## src/rtl/button_event_ctrl.sv

```systemverilog
// Debounces N_BTN raw buttons off one shared sample tick and schedules the resulting
// press/release events round-robin onto a single valid/ready output.
module button_event_ctrl #(
    parameter int unsigned N_BTN        = 4,
    parameter int unsigned TICK_DIV     = 1000,
    parameter int unsigned STABLE_TICKS = 4,
    localparam int unsigned ID_W        = (N_BTN > 1) ? $clog2(N_BTN) : 1
) (
    input  logic            i_clk,
    input  logic            i_rst,
    input  logic [N_BTN-1:0] i_button,
    output logic [N_BTN-1:0] o_level,
    output logic            o_evt_valid,
    input  logic            i_evt_ready,
    output logic [ID_W-1:0] o_evt_id,
    output logic            o_evt_press,
    output logic            o_overflow,
    input  logic            i_clr_overflow
);

    localparam int unsigned TICK_W = $clog2(TICK_DIV);
    localparam int unsigned STAB_W = $clog2(STABLE_TICKS) + 1;

    logic [N_BTN-1:0]  r_sync1;
    logic [N_BTN-1:0]  r_sync2;
    logic [TICK_W-1:0] r_tick_cnt;
    logic [STAB_W-1:0] r_stab [N_BTN];
    logic [N_BTN-1:0]  r_level;
    logic [N_BTN-1:0]  r_pend;
    logic [N_BTN-1:0]  r_pend_dir;
    logic [ID_W-1:0]   r_rr_ptr;
    logic              r_evt_valid;
    logic [ID_W-1:0]   r_evt_id;
    logic              r_evt_press;
    logic              r_overflow;

    logic              w_tick;
    logic [N_BTN-1:0]  w_accept;
    logic [ID_W-1:0]   w_grant;
    logic              w_found;
    logic              w_load;
    logic [N_BTN-1:0]  w_grant_oh;
    logic              w_ovf_set;

    function automatic logic [ID_W-1:0] wrap_idx(input logic [ID_W-1:0] base, input int off);
        wrap_idx = ID_W'((int'(base) + off) % int'(N_BTN));
    endfunction

    assign w_tick = (r_tick_cnt == TICK_W'(TICK_DIV - 1));

    always_ff @(posedge i_clk) begin
        if (i_rst) begin
            r_sync1    <= '0;
            r_sync2    <= '0;
            r_tick_cnt <= '0;
        end else begin
            r_sync1    <= i_button;
            r_sync2    <= r_sync1;
            r_tick_cnt <= w_tick ? '0 : r_tick_cnt + 1'b1;
        end
    end

    always_comb begin
        w_accept = '0;
        for (int i = 0; i < int'(N_BTN); i++) begin
            w_accept[i] = w_tick && (r_sync2[i] != r_level[i]) &&
                          (r_stab[i] == STAB_W'(STABLE_TICKS - 1));
        end
    end

    // Any tick that sees the settled level again restarts the count (bounce rejection).
    always_ff @(posedge i_clk) begin
        if (i_rst) begin
            for (int i = 0; i < int'(N_BTN); i++) r_stab[i] <= '0;
            r_level <= '0;
        end else if (w_tick) begin
            for (int i = 0; i < int'(N_BTN); i++) begin
                if (r_sync2[i] == r_level[i]) begin
                    r_stab[i] <= '0;
                end else if (w_accept[i]) begin
                    r_stab[i]  <= '0;
                    r_level[i] <= r_sync2[i];
                end else begin
                    r_stab[i] <= r_stab[i] + 1'b1;
                end
            end
        end
    end

    // Descending scan so the lowest offset from the pointer wins.
    always_comb begin
        w_found = 1'b0;
        w_grant = '0;
        for (int k = int'(N_BTN) - 1; k >= 0; k--) begin
            if (r_pend[wrap_idx(r_rr_ptr, k)]) begin
                w_found = 1'b1;
                w_grant = wrap_idx(r_rr_ptr, k);
            end
        end
        w_load     = !r_evt_valid || i_evt_ready;
        w_grant_oh = '0;
        if (w_load && w_found) w_grant_oh[w_grant] = 1'b1;
        w_ovf_set  = |(w_accept & r_pend & ~w_grant_oh);
    end

    always_ff @(posedge i_clk) begin
        if (i_rst) begin
            r_pend      <= '0;
            r_pend_dir  <= '0;
            r_rr_ptr    <= '0;
            r_evt_valid <= 1'b0;
            r_evt_id    <= '0;
            r_evt_press <= 1'b0;
            r_overflow  <= 1'b0;
        end else begin
            r_pend     <= (r_pend & ~w_grant_oh) | w_accept;
            r_pend_dir <= (r_pend_dir & ~w_accept) | (r_sync2 & w_accept);
            if (w_load) begin
                r_evt_valid <= w_found;
                if (w_found) begin
                    r_evt_id    <= w_grant;
                    r_evt_press <= r_pend_dir[w_grant];
                    r_rr_ptr    <= wrap_idx(w_grant, 1);
                end
            end
            if (w_ovf_set) begin
                r_overflow <= 1'b1;
            end else if (i_clr_overflow) begin
                r_overflow <= 1'b0;
            end
        end
    end

    assign o_level     = r_level;
    assign o_evt_valid = r_evt_valid;
    assign o_evt_id    = r_evt_id;
    assign o_evt_press = r_evt_press;
    assign o_overflow  = r_overflow;

endmodule

```

## config.mk

```make
export PLATFORM = sky130hd
export DESIGN_NAME = button_event_ctrl
export DESIGN_NICKNAME = d
export VERILOG_FILES = /design/src/rtl/button_event_ctrl.sv
export SDC_FILE = /design/constraint.sdc
export NUM_CORES = 1
export LEC_CHECK = 0
export ABC_AREA = 1
export BUFFER_PORTS_ARGS = -buffer_cell sky130_fd_sc_hd__clkbuf_2
export CAP_MARGIN = 15
export CORE_MARGIN = 10
export CORE_UTILIZATION = 40
export CTS_BUF_LIST = sky130_fd_sc_hd__clkbuf_8
export DETAILED_ROUTE_END_ITERATION = 10
export GPL_TIMING_DRIVEN = 0
export PLACE_DENSITY = 0.65
export RECOVER_POWER = 50
export SYNTH_ARGS = -nofsm -noshare
export SYNTH_HDL_FRONTEND = slang
export SYNTH_SLANG_ARGS = --single-unit
export TNS_END_PERCENT = 20
```

## constraint.sdc

```tcl
create_clock -name i_clk -period 3.1 [get_ports i_clk]
set_input_delay 0.93 -clock i_clk [delete_from_list [all_inputs] [get_ports i_clk]]
set_output_delay 0.93 -clock i_clk [all_outputs]
set_load 0.02 [all_outputs]
```

==> reports/metrics.yaml <==
yosys:
  synth_ff_type: "dfxtp_1"
  synth_top_cell_by_area: "dfxtp_1"
  synth_most_common_cell: "nand2_1"
  synth_xor_area_frac: 0.0198
  yosys.area_share.simple: 0.296
  syn_nets: 298
  ys_types: 32
  synth_edf_count: 12
  yosys_warnings: 0
  synthArstFlopShare: 0
  synth-seq-area-share: 0.460
  synth_commonest_cells: "nand2_1 (54), nor2_1 (46), inv_1 (45)"
  synth_mux_area_frac: 0
  synthesis.instances: 281
  synth-compound-area-share: 0.0762
  synth_top_area_frac: 0.298
  syn_area_um2: 2220
  synth_seq_cells: 45
  yosys-top-cells-area: "dfxtp_1 (30%), edfxtp_1 (16%), nand2_1 (9.1%)"
  synth_top_family_by_area: "simple AND/OR/NAND/NOR gates"
  synthAdderAreaFrac: 0.0508
  synth_area_per_cell_um2: 7.89
sta:
  fin_crit_sh: 0.667
  slew_headroom: 0.612
  final.setup.tns_ps: 0
  rsz0062_at_grt: "false"
  tightest_slew_ps: 580
  finalClockSkew_ps: 3.03
  finalSetupViolCount: 0
  fin_crit_ps: 2070
  hold_viol: 0
  fmax_mhz: 484
  final_max_slew_viol_count: 0
min_path:
  hold_end: "r_sync2[3]"
  hold_class: "flip-flop to flip-flop"
  hp-start: "r_sync1[3]"
  hold_path_depth: 2
critical_path:
  crit_arrival_ps: 2250
  cp_common_cell: "nand3_1"
  endpoint_kind: "flip-flop"
  crit_chain: "ha_1, nand3_1, nor3_1, nand3_1, nand2_1, inv_1, o21ai_0, a21oi_1"
  cp_max_fo: 16
  crit_slowest_cell: "nand2_1"
  path_class: "flip-flop to flip-flop"
  rr_startpoint: "r_tick_cnt[0]"
  reg2reg_setup_slack_ps: 1030
  startpoint_type: "flip-flop"
  r2r_cells: 8
  cp.required_ps: 3290
  r2r_end: "r_tick_cnt[8]"
  cpPeakStageDelay_ps: 520
drt:
  finalWirelength_um: 3800
  wl_per_cell_um: 10.1
  vias: 1699
  antenna_left: 0
  drc: 0
  drt_iter0_markers: 69
  viasPerCell: 4.52
  dr.pass1.iters: 4
clocking:
  cts_tree: "yes"
  cts_buffers: 5
  cts_hold_buf: 0
  cts_setup_buffers: 0
  cts_resized: 0
  cts.sinks: 45
  cts_max_path_buffers: 2
  clk_latency_ps: 290
  cts.clk_slew.worst_paths_ps: 80
  root_buffer: "clkbuf_8"
  htreeDepth: 2
global_routing:
  antenna_found_initial: 0
  grt_pass1_wl_um: 6820
  grt.total_usage: 0.0934
  gr-total-overflow: 0
  grt_start_max_net_pins: 17
  grt_pass1_vias: 1606
floorplan:
  coreArea_um2: 5440
  ioPinCount: 17
  rows: 27
  die_h_um: 94.5
  dieWidth_um: 94.5
  dieArea_um2: 8920
  start_util: 0.408
cells_and_area:
  post-route-util: 0.448
  nFillCells: 547
  area_growth_syn_to_layout_pct: 9.93
  finalNetCount: 320
  drive_above_1_share: 0.125
  diodes: 0
pwr:
  p_sw_uw: 524
  comb_power_share: 0.287
  pwr-share-seq: 0.427
  cellLeakagePower_nw: 1.09
  pwr-share-clk: 0.286
  power.internal_mw: 1.05
  pwr_density_cell_nw_per_um2: 647
  swShare: 0.332
  irDropWorstVdd_v: 0.000348
placement:
  io_buffers: 15
  routabilityCongestion: 0.819
  dp_hpwl_um: 3010
status:
  outcome: "finished, final reports clean"
flow_run:
  maxCapViolCount: 0
## through the flow
| stage | std cells | total power [mW] | worst slack, ps | instance area, µm² | hold WS [ps] |
|---|---|---|---|---|---|
| floorplan | 281 | 1.06 | 1130 | 2220 | 388 |
| global placement | 368 | 1.15 | 726 | 2380 | 390 |
| detailed placement | 368 | 1.16 | 756 | 2380 | 394 |
| CTS | 376 | 1.61 | 1060 | 2500 | 406 |
| global route | 376 | 1.69 | 674 | 2440 | 424 |
| finish | 376 | 1.58 | 1030 | 2440 | 404 |
## worst max-delay path: cells and delay by family, from the launching register on
| family | cells | cell delay, ps |
|---|---|---|
| and+or+nand+nor | 4 | 1090 |
| DFF | 1 | 360 |
| adders and majority gates | 1 | 190 |
| buffers and inverters | 1 | 160 |
| AOI/OAI and AO/OA | 2 | 160 |
## cell usage in the layout (no fill, tap or decap), types with 6 or more instances in the layout
cell / instances
nand3_1: 19
o21ai_0: 10
edfxtp_1: 12
nand2_1: 55
a21oi_1: 10
nand2_2: 7
clkbuf_1: 9
nor2_1: 46
clkbuf_2: 9
clkbuf_8: 6
dfxtp_1: 33
ha_1: 9
inv_1: 45
## power by group through the flow
stage	combinational, mW	sequential, mW	clock (mW)
4_1_cts	0.475	0.674	0.466
2_1_floorplan	0.355	0.707	0
6_report	0.452	0.673	0.451
3_5_place_dp	0.472	0.688	0
3_3_place_gp	0.466	0.687	0
5_1_grt	0.521	0.680	0.490
## layout make-up
| type | instances | area [µm²] | area share |
|---|---|---|---|
| Timing Repair Buffer | 15 | 67.6 | 0.0277 |
| Multi-Input combinational cell | 182 | 923 | 0.379 |
| Tap cell | 72 | 90.1 | 0.0370 |
| Inverter | 50 | 193 | 0.0791 |
| Buffer | 4 | 22.5 | 0.00924 |
| Clock inverter | 2 | 37.5 | 0.0154 |
| Sequential cell | 45 | 1020 | 0.419 |
| Clock buffer | 6 | 82.6 | 0.0339 |
## flip-flops by register name, indices dropped and copies added, names as in the netlist
signal and cells:
r_sync1 4, o_evt_id 2, o_level 4, o_evt_press 1, r_tick_cnt 10, r_rr_ptr 2
o_evt_valid 1, o_overflow 1, r_pend 4, r_stab 12, r_sync2 4
## kinds of logic (layout without fill, tap and decap cells)
group / count (synthesis) / count (layout)
AO/OA/AOI/OAI: 27 / 27
AND/OR/NAND/NOR: 141 / 141
flip-flops: 45 / 45
XOR/XNOR: 5 / 5
adder cells (fa/ha/maj): 9 / 9
buffers and inverters: 54 / 77
## worst max-delay path by stage
stage | endpoint | from | slack, ps
after global routing | r_tick_cnt[9] | r_tick_cnt[0] | 670
after CTS | r_tick_cnt[8] | i_rst | 1060
after floorplan | r_tick_cnt[9] | i_rst | 1130
after global placement | r_tick_cnt[8] | i_rst | 730
after detailed placement | r_tick_cnt[9] | i_rst | 760
final | r_tick_cnt[8] | r_tick_cnt[0] | 1030
## metal layers
metal,up-vias,part of all wire,GRT usage
li1,925,-,-
met3,0,0.043,0.0198
met1,744,0.49,0.116
met2,30,0.46,0.154
met4,0,0,0.0374
met5,-,0,0
Power figures use the tool's default switching activity.
